--- config.mk ---
export PLATFORM = sky130hd
export DESIGN_NAME = adc_current_cal
export DESIGN_NICKNAME = d
export VERILOG_FILES = /design/src/rtl/adc_cal_pkg.sv /design/src/rtl/adc_sub_sat.sv /design/src/rtl/adc_current_cal.sv
export SDC_FILE = /design/constraint.sdc
export NUM_CORES = 1
export LEC_CHECK = 0
export CORE_AREA = 2 2 152 124
export CTS_CLUSTER_SIZE = 14
export DETAILED_ROUTE_END_ITERATION = 7
export DIE_AREA = 0 0 154 126
export PLACE_DENSITY = 0.8
export SYNTH_ARGS = -nofsm -noshare
export SYNTH_HDL_FRONTEND = slang
export SYNTH_SLANG_ARGS = --single-unit
export TNS_END_PERCENT = 1
--- constraint.sdc ---
create_clock -name clk -period 3.9 [get_ports clk]
set_input_delay 0.78 -clock clk [delete_from_list [all_inputs] [get_ports clk]]
set_output_delay 0.78 -clock clk [all_outputs]
set_load 0.1 [all_outputs]
--- src/rtl/adc_cal_pkg.sv ---
// Shared widths, constants and state encoding for the phase-current calibration block.
package adc_cal_pkg;

  localparam int ADC_W = 12;
  localparam logic [ADC_W-1:0] OFFSET_MID = 12'd2048;
  localparam logic signed [ADC_W-1:0] SAT_MAX = 12'sh7FF;
  localparam logic signed [ADC_W-1:0] SAT_MIN = 12'sh800;

  typedef enum logic [1:0] {
    ST_CAL    = 2'd0,
    ST_COMMIT = 2'd1,
    ST_RUN    = 2'd2
  } cal_state_e;

  // A 13-bit difference fits 12 bits only while its top two bits agree.
  function automatic logic signed [ADC_W-1:0] sat_to_adc(input logic signed [ADC_W:0] d);
    if (d[ADC_W] != d[ADC_W-1]) begin
      return d[ADC_W] ? SAT_MIN : SAT_MAX;
    end
    return d[ADC_W-1:0];
  endfunction

endpackage

--- src/rtl/adc_sub_sat.sv ---
// Unsigned ADC word minus unsigned offset, saturated to a signed ADC-width current.
module adc_sub_sat
  import adc_cal_pkg::*;
(
  input  logic        [ADC_W-1:0] adc_i,
  input  logic        [ADC_W-1:0] off_i,
  output logic signed [ADC_W-1:0] diff_o
);

  logic signed [ADC_W:0] diff_full;

  assign diff_full = $signed({1'b0, adc_i}) - $signed({1'b0, off_i});
  assign diff_o    = sat_to_adc(diff_full);

endmodule

--- src/rtl/adc_current_cal.sv ---
// Learns per-phase zero-current ADC offsets, then emits offset-corrected saturated currents.
module adc_current_cal
  import adc_cal_pkg::*;
#(
  parameter int               AVG_LOG2   = 6,
  parameter logic [ADC_W-1:0] OFFSET_TOL = 12'd256
) (
  input  logic                    rstn,
  input  logic                    clk,
  input  logic                    i_cal_start,
  input  logic                    i_en_adc,
  input  logic        [ADC_W-1:0] i_adc_a,
  input  logic        [ADC_W-1:0] i_adc_b,
  input  logic        [ADC_W-1:0] i_adc_c,
  output logic                    o_cal_busy,
  output logic                    o_cal_done,
  output logic                    o_cal_err,
  output logic                    o_en_i,
  output logic signed [ADC_W-1:0] o_ia,
  output logic signed [ADC_W-1:0] o_ib,
  output logic signed [ADC_W-1:0] o_ic,
  output cal_state_e              o_dbg_state
);

  localparam int ACC_W = ADC_W + AVG_LOG2;
  localparam int CNT_W = AVG_LOG2 + 1;
  localparam logic [CNT_W-1:0] CNT_LAST = CNT_W'((1 << AVG_LOG2) - 1);
  localparam logic [ACC_W:0]   RND      = (ACC_W+1)'((1 << AVG_LOG2) >> 1);

  // i_en_adc is a one-cycle valid with no ready: every strobe is consumed the
  // cycle it arrives (accumulated in CAL, corrected in RUN, dropped in COMMIT),
  // and i_cal_start in the same cycle takes priority so that sample is discarded.

  cal_state_e state_q, state_d;
  logic [CNT_W-1:0] cnt_q, cnt_d;
  logic busy_q, busy_d;
  logic done_q, done_d;
  logic err_q, err_d;
  logic en_q, en_d;

  logic        [ACC_W-1:0] acc_q   [3];
  logic        [ACC_W-1:0] acc_d   [3];
  logic        [ADC_W-1:0] off_q   [3];
  logic        [ADC_W-1:0] off_d   [3];
  logic signed [ADC_W-1:0] i_q     [3];
  logic signed [ADC_W-1:0] i_d     [3];

  logic        [ADC_W-1:0] adc_in  [3];
  logic signed [ADC_W-1:0] sub_out [3];
  logic        [ACC_W:0]   rnd_sum [3];
  logic        [ADC_W-1:0] off_new [3];
  logic signed [ADC_W:0]   dev     [3];
  logic        [ADC_W:0]   mag     [3];
  logic        [2:0]       fail;

  assign adc_in[0] = i_adc_a;
  assign adc_in[1] = i_adc_b;
  assign adc_in[2] = i_adc_c;

  for (genvar g = 0; g < 3; g++) begin : g_sub
    adc_sub_sat u_sub (
      .adc_i  (adc_in[g]),
      .off_i  (off_q[g]),
      .diff_o (sub_out[g])
    );
  end

  // Rounded mean and its deviation from mid-scale, evaluated every cycle but
  // only committed in COMMIT.
  always_comb begin
    for (int ch = 0; ch < 3; ch++) begin
      rnd_sum[ch] = {1'b0, acc_q[ch]} + RND;
      off_new[ch] = ADC_W'(rnd_sum[ch] >> AVG_LOG2);
      dev[ch]     = $signed({1'b0, off_new[ch]}) - $signed({1'b0, OFFSET_MID});
      mag[ch]     = dev[ch][ADC_W] ? (ADC_W+1)'(-dev[ch]) : (ADC_W+1)'(dev[ch]);
      fail[ch]    = (mag[ch] > {1'b0, OFFSET_TOL});
    end
  end

  always_comb begin
    state_d = state_q;
    cnt_d   = cnt_q;
    acc_d   = acc_q;
    off_d   = off_q;
    i_d     = i_q;
    err_d   = err_q;
    done_d  = 1'b0;
    en_d    = 1'b0;
    if (i_cal_start) begin
      state_d = ST_CAL;
      cnt_d   = '0;
      err_d   = 1'b0;
      for (int ch = 0; ch < 3; ch++) acc_d[ch] = '0;
    end else begin
      case (state_q)
        ST_CAL: begin
          if (i_en_adc) begin
            for (int ch = 0; ch < 3; ch++) acc_d[ch] = acc_q[ch] + ACC_W'(adc_in[ch]);
            cnt_d = cnt_q + 1'b1;
            if (cnt_q == CNT_LAST) state_d = ST_COMMIT;
          end
        end
        ST_COMMIT: begin
          for (int ch = 0; ch < 3; ch++) off_d[ch] = fail[ch] ? OFFSET_MID : off_new[ch];
          err_d   = err_q | (|fail);
          done_d  = 1'b1;
          state_d = ST_RUN;
        end
        ST_RUN: begin
          if (i_en_adc) begin
            i_d  = sub_out;
            en_d = 1'b1;
          end
        end
        default: state_d = ST_CAL;
      endcase
    end
    busy_d = (state_d != ST_RUN);
  end

  always_ff @(posedge clk or negedge rstn) begin
    if (!rstn) begin
      state_q <= ST_CAL;
      cnt_q   <= '0;
      busy_q  <= 1'b1;
      done_q  <= 1'b0;
      err_q   <= 1'b0;
      en_q    <= 1'b0;
      for (int ch = 0; ch < 3; ch++) begin
        acc_q[ch] <= '0;
        off_q[ch] <= OFFSET_MID;
        i_q[ch]   <= '0;
      end
    end else begin
      state_q <= state_d;
      cnt_q   <= cnt_d;
      busy_q  <= busy_d;
      done_q  <= done_d;
      err_q   <= err_d;
      en_q    <= en_d;
      acc_q   <= acc_d;
      off_q   <= off_d;
      i_q     <= i_d;
    end
  end

  assign o_cal_busy  = busy_q;
  assign o_cal_done  = done_q;
  assign o_cal_err   = err_q;
  assign o_en_i      = en_q;
  assign o_ia        = i_q[0];
  assign o_ib        = i_q[1];
  assign o_ic        = i_q[2];
  assign o_dbg_state = state_q;

endmodule

==> out/results.txt, run 1 <==
The mean number of vias per cell is 5.93, and the worst endpoint required time is 4.19 ns. The number of antenna violations at the first check in global routing is 0, and the area fraction in and, or, nand and nor cells after synthesis is 20.5%. Grouping stages by cell kind, the critical path spends the most delay in compound AO/OA/AOI/OAI gates. The wire length of the first global-routing pass is 44.0 mm, and the area share of the largest cell type after synthesis is 32.0%.

Max-cap violations in this run came to 0. TritonCTS built the clock tree. Cell with the largest stage delay on the worst path: sky130_fd_sc_hd__a2111oi_0.

The floorplan step set the die width to 154 um. In this run the number of cells on the critical path is 13. The sequential power share came out at 34.0%.

The final hold violation count was 0; the count of clock tree sinks was 139. The die extent in y is 126 um. Worst setup path endpoint: acc_q[12]. The fraction of the yosys area taken by sequential cells was 33.0%. Walking the worst path, the cells encountered are clkdlybuf4s50_1 > ha_1 > fa_1 > a21o_1 > a21oi_1 > o21bai_1 > a2111oi_0 > nor2_1 > a41o_1 > o311ai_1 > buf_4 > xor2_1 > nor2_1.

Row generation in the floorplan step produced 44 rows. For the final weighted congestion of routability-driven global placement, the log shows 0.938. Power density relative to cell area: 402 mW/mm^2.

Tracing the worst setup path back leads to its startpoint at i_adc_c[0]. For this run, the post-layout net count is 1438. Data on the critical path arrives at its endpoint at 3.90 ns. For the pin with the worst max-slew slack, the measured transition is 0.994 ns. Sorting the synthesized cells by area gives the leading types as sky130_fd_sc_hd__dfrtp_1 32%, sky130_fd_sc_hd__ha_1 9.8%, sky130_fd_sc_hd__xnor2_1 5.4%, sky130_fd_sc_hd__nand2_1 5.2%, sky130_fd_sc_hd__a21oi_1 4.9%.

The startpoint type of the worst setup path was a primary input. The critical path start-end classification was primary input to register. Number of buffer and inverter stages on the critical path: 2. The number of nets in the synthesized netlist is 1381.

The mux cell area share after synthesis came out at 0.699%. Counting cells, the worst reg-to-reg path comes to 12. The violation count after the first detailed-route iteration is 812, and the maximum single-stage delay on the critical path is 0.45 ns. The worst min-delay path category is primary input to asynchronous set/reset pin. In the finished design, the share of the clock period the worst path needs comes to 92.4%.

The end of the worst register-to-register path was off_q[35]. The logs give 19.0 mm for the placed wire-length estimate after detailed placement and 17 for the number of CTS-inserted buffers. Dividing the detail-routed wire length by the instance count gives 16.7 um. The largest total area in the synthesized netlist belongs to sky130_fd_sc_hd__dfrtp_1.

The area added between synthesis and finish came out at 15.4%. The pin count of the biggest net entering global routing came out at 96. 0 antenna diodes ended up in the layout. Of all nets on the critical path, the largest fanout is 3. The tools report the setup violation total in the final timing report as 0. The logs give 25.9 mm for the overall routed net length and 0.43 ns for the clock latency reported for the late side of the worst-skew pair. The run gives 0 as the max-slew violation count. For this configuration, the core starts out at a cell density of 59.0%. Between clock sinks in the finished design, the worst skew comes to 0.0105 ns.

The clock transition time at the flip-flop clock pins of the worst setup and hold paths came out at 0.06 ns. The detailed router placed 9199 vias in this run. The tools report the via count of the first global-routing pass as 8732. The leading cell type in the layout, fill and taps excluded was sky130_fd_sc_hd__nand2_1. The largest voltage drop on the vdd net was 0.000252 V; the placeable core area was 0.0179 sq mm. In this run, synthesis inferred 0 flip-flops with an integrated enable. The run gives 0.0106 sq mm as the summed instance area of the synthesized netlist. The logs give 0 for the post-detailed-route DRC marker count and 0.0194 sq mm for the die area. The post-route netlist has 6.58% of its cells at a drive strength greater than 1. The area after detailed placement was 0.0115 sq mm; the flip-flop and latch count after synthesis was 139. The maximum buffer depth of the clock tree came out at 2.

Most common flop cell mapped by yosys: sky130_fd_sc_hd__dfrtp_1. STA classifies the critical path endpoint as a register. Internal power comes to 3.20 mW.

Adding up every negative setup slack in the final design gives 0 ns. The post-synthesis share of cell area spent on xor and xnor gates is 9.29%. For this design the static power due to leakage is 5.35 nW. After synthesis, the largest family of logic cells by area is simple AND/OR/NAND/NOR gates. The tools report the relative max-transition margin as 33.5%.

The combinational share of power was 30.1%. The per-instance average area after synthesis works out to 8.44 sq um. The count of nets left with antenna violations after detail routing was 0; the register-to-register path setup slack was 0.43 ns. For this run, the number of Yosys warnings is 0. The top cell types in the final layout, fill and taps aside, are 147 x sky130_fd_sc_hd__nand2_1, 135 x sky130_fd_sc_hd__dfrtp_1, 104 x sky130_fd_sc_hd__a21oi_1. In the synthesized netlist the async set-or-reset flop fraction comes to 100%. Summing all non-filler instances in the final layout gives an area of 0.0122 sq mm. The fraction of the mapped netlist area in compound gates was 20.5%. The number of cells produced by synthesis is 1252, and the highest clock rate is 0.277 GHz.

The adder and majority cell fraction of the synthesized area is 11.1%, and the overall power of the completed layout is 4.90 mW. The fraction of power spent switching nets is 34.7%, and the top-level port count is 82. The minimum clock period after layout is 3.60 ns, and the depth of the CTS H-tree is 4. The flow ran to the end, and the final reports show no timing, DRC or antenna violations. Buffers added to address setup during post-CTS repair amount to 0.

Number of distinct library cells after synthesis: 83. For the part of the total power dissipated in the clock network, the log shows 35.9%. The cell type with the highest occurrence count on the critical path was sky130_fd_sc_hd__nor2_1. After filler insertion, the fill cell instance count of the layout stands at 1406. The final global-route overflow total came out at 0. The net switching power is 1.70 mW, and the number of optimization iterations in the first detailed-route pass is 5.

The tree is rooted in a sky130_fd_sc_hd__clkbuf_16. The tools report the global router's overall resource usage as 27.9%. Setup repair after global routing left no endpoint under its margin.

Buffers placed on the I/O ports in this run total 81. The worst register-to-register path begins at acc_q[41].
[registers in the layout (all words and copies together), names as in the netlist]
name / count
o_dbg_state: 2
o_ic: 12
acc_q: 54
o_ia: 12
o_cal_err: 1
off_q: 36
o_cal_busy: 1
o_cal_done: 1
o_en_i: 1
cnt_q: 7
o_ib: 12
[power groups by stage]
stage               clock, mW  sequential, mW  combinational (mW)
floorplan                   0            1.83               0.940
global placement            0            1.68                1.42
finish                   1.76            1.66                1.48
CTS                      1.78            1.66                1.46
detailed placement          0            1.69                1.45
global route             1.85            1.68                1.63
[worst min path at each step]
stage / slack, ns / depth (start not counted) / from / endpoint
floorplan: 0.45 / 2 / off_q[17] / off_q[17]
global placement: 0.46 / 2 / o_ib[5] / o_ib[5]
detailed placement: 0.47 / 2 / o_ib[9] / o_ib[9]
CTS: 0.47 / 1 / rstn / acc_q[8]
global route: 0.48 / 1 / rstn / acc_q[8]
finish: 0.41 / 1 / rstn / acc_q[8]
[layout make-up]
cell class	count	area, sq um	share of cell area [%]
repair buffers	101	970	7.96
clock inverters	14	209	1.71
well taps	230	288	2.36
clock buffers	18	429	3.52
flip-flops and latches	139	3480	28.6
inverters	67	251	2.06
multi-input cells	983	6560	53.8
[what timing repair did]
action,CTS,global route
endpoints found under the setup margin,0,3
hold buffers,0,0
gates resized for setup,0,1
[per-layer routing]
layer	wire length, um	vias up	global-route usage [%]
met2	10700	267	39.9
met4	410	0	7.48
met3	1740	35	6.06
met1	13000	4320	42.6
li1	-	4577	-
met5	0	-	0
[cell usage after synthesis, types with 11 or more instances]
master / instances
sky130_fd_sc_hd__clkbuf_1: 45
sky130_fd_sc_hd__dfrtp_1: 135
sky130_fd_sc_hd__a311oi_1: 11
sky130_fd_sc_hd__nand2_1: 147
sky130_fd_sc_hd__and3_1: 13
sky130_fd_sc_hd__o21ai_0: 51
sky130_fd_sc_hd__xor2_1: 47
sky130_fd_sc_hd__o211ai_1: 13
sky130_fd_sc_hd__nor2b_1: 13
sky130_fd_sc_hd__nand3_1: 27
sky130_fd_sc_hd__a21oi_1: 104
sky130_fd_sc_hd__o22ai_1: 14
sky130_fd_sc_hd__nand2b_1: 14
sky130_fd_sc_hd__a21o_1: 20
sky130_fd_sc_hd__nand4_1: 23
sky130_fd_sc_hd__or3_1: 14
sky130_fd_sc_hd__and2_1: 14
sky130_fd_sc_hd__xnor2_1: 65
sky130_fd_sc_hd__o31ai_1: 19
sky130_fd_sc_hd__a211oi_1: 13
sky130_fd_sc_hd__nor3_1: 33
sky130_fd_sc_hd__nor2_1: 101
sky130_fd_sc_hd__inv_1: 66
sky130_fd_sc_hd__buf_2: 12
sky130_fd_sc_hd__ha_1: 83
[cells by family after synthesis]
| kind of cell | after synthesis |
|---|---|
| muxes | 7 |
| xor gates and xnor gates | 112 |
| buffers and inverters | 130 |
| and+or+nand+nor | 444 |
| DFF | 139 |
| AOI/OAI and AO/OA | 330 |
| adders and majority gates | 90 |
[worst register-to-register path: cells and delay by family, from the launching register on]
| family | cells | cell delay (ns) |
|---|---|---|
| AOI/OAI and AO/OA | 4 | 0.64 |
| xor gates and xnor gates | 1 | 0.35 |
| adders and majority gates | 2 | 0.64 |
| DFF | 1 | 0.46 |
| muxes | 1 | 0.17 |
| and+or+nand+nor | 4 | 1.12 |
[stage by stage]
stage | worst slack (ns) | util, % | hold slack (ns) | cells
after floorplan | 0.626 | - | 0.449 | 1252
after global placement | 0.0116 | 64.5 | 0.461 | 1520
after detailed placement | -0.118 | 64.5 | 0.466 | 1520
after CTS | 0.318 | 68.1 | 0.466 | 1552
after global routing | 0.0245 | 68.1 | 0.478 | 1552
final | 0.296 | 68.1 | 0.411 | 1552
Power figures use the tool's default switching activity.
==> run 2, diff against run 1 <==
TNS_END_PERCENT = not set   (was 1)
==> results of run 2 <==
Final layout, timing and power as in run 1 (identical DEF).
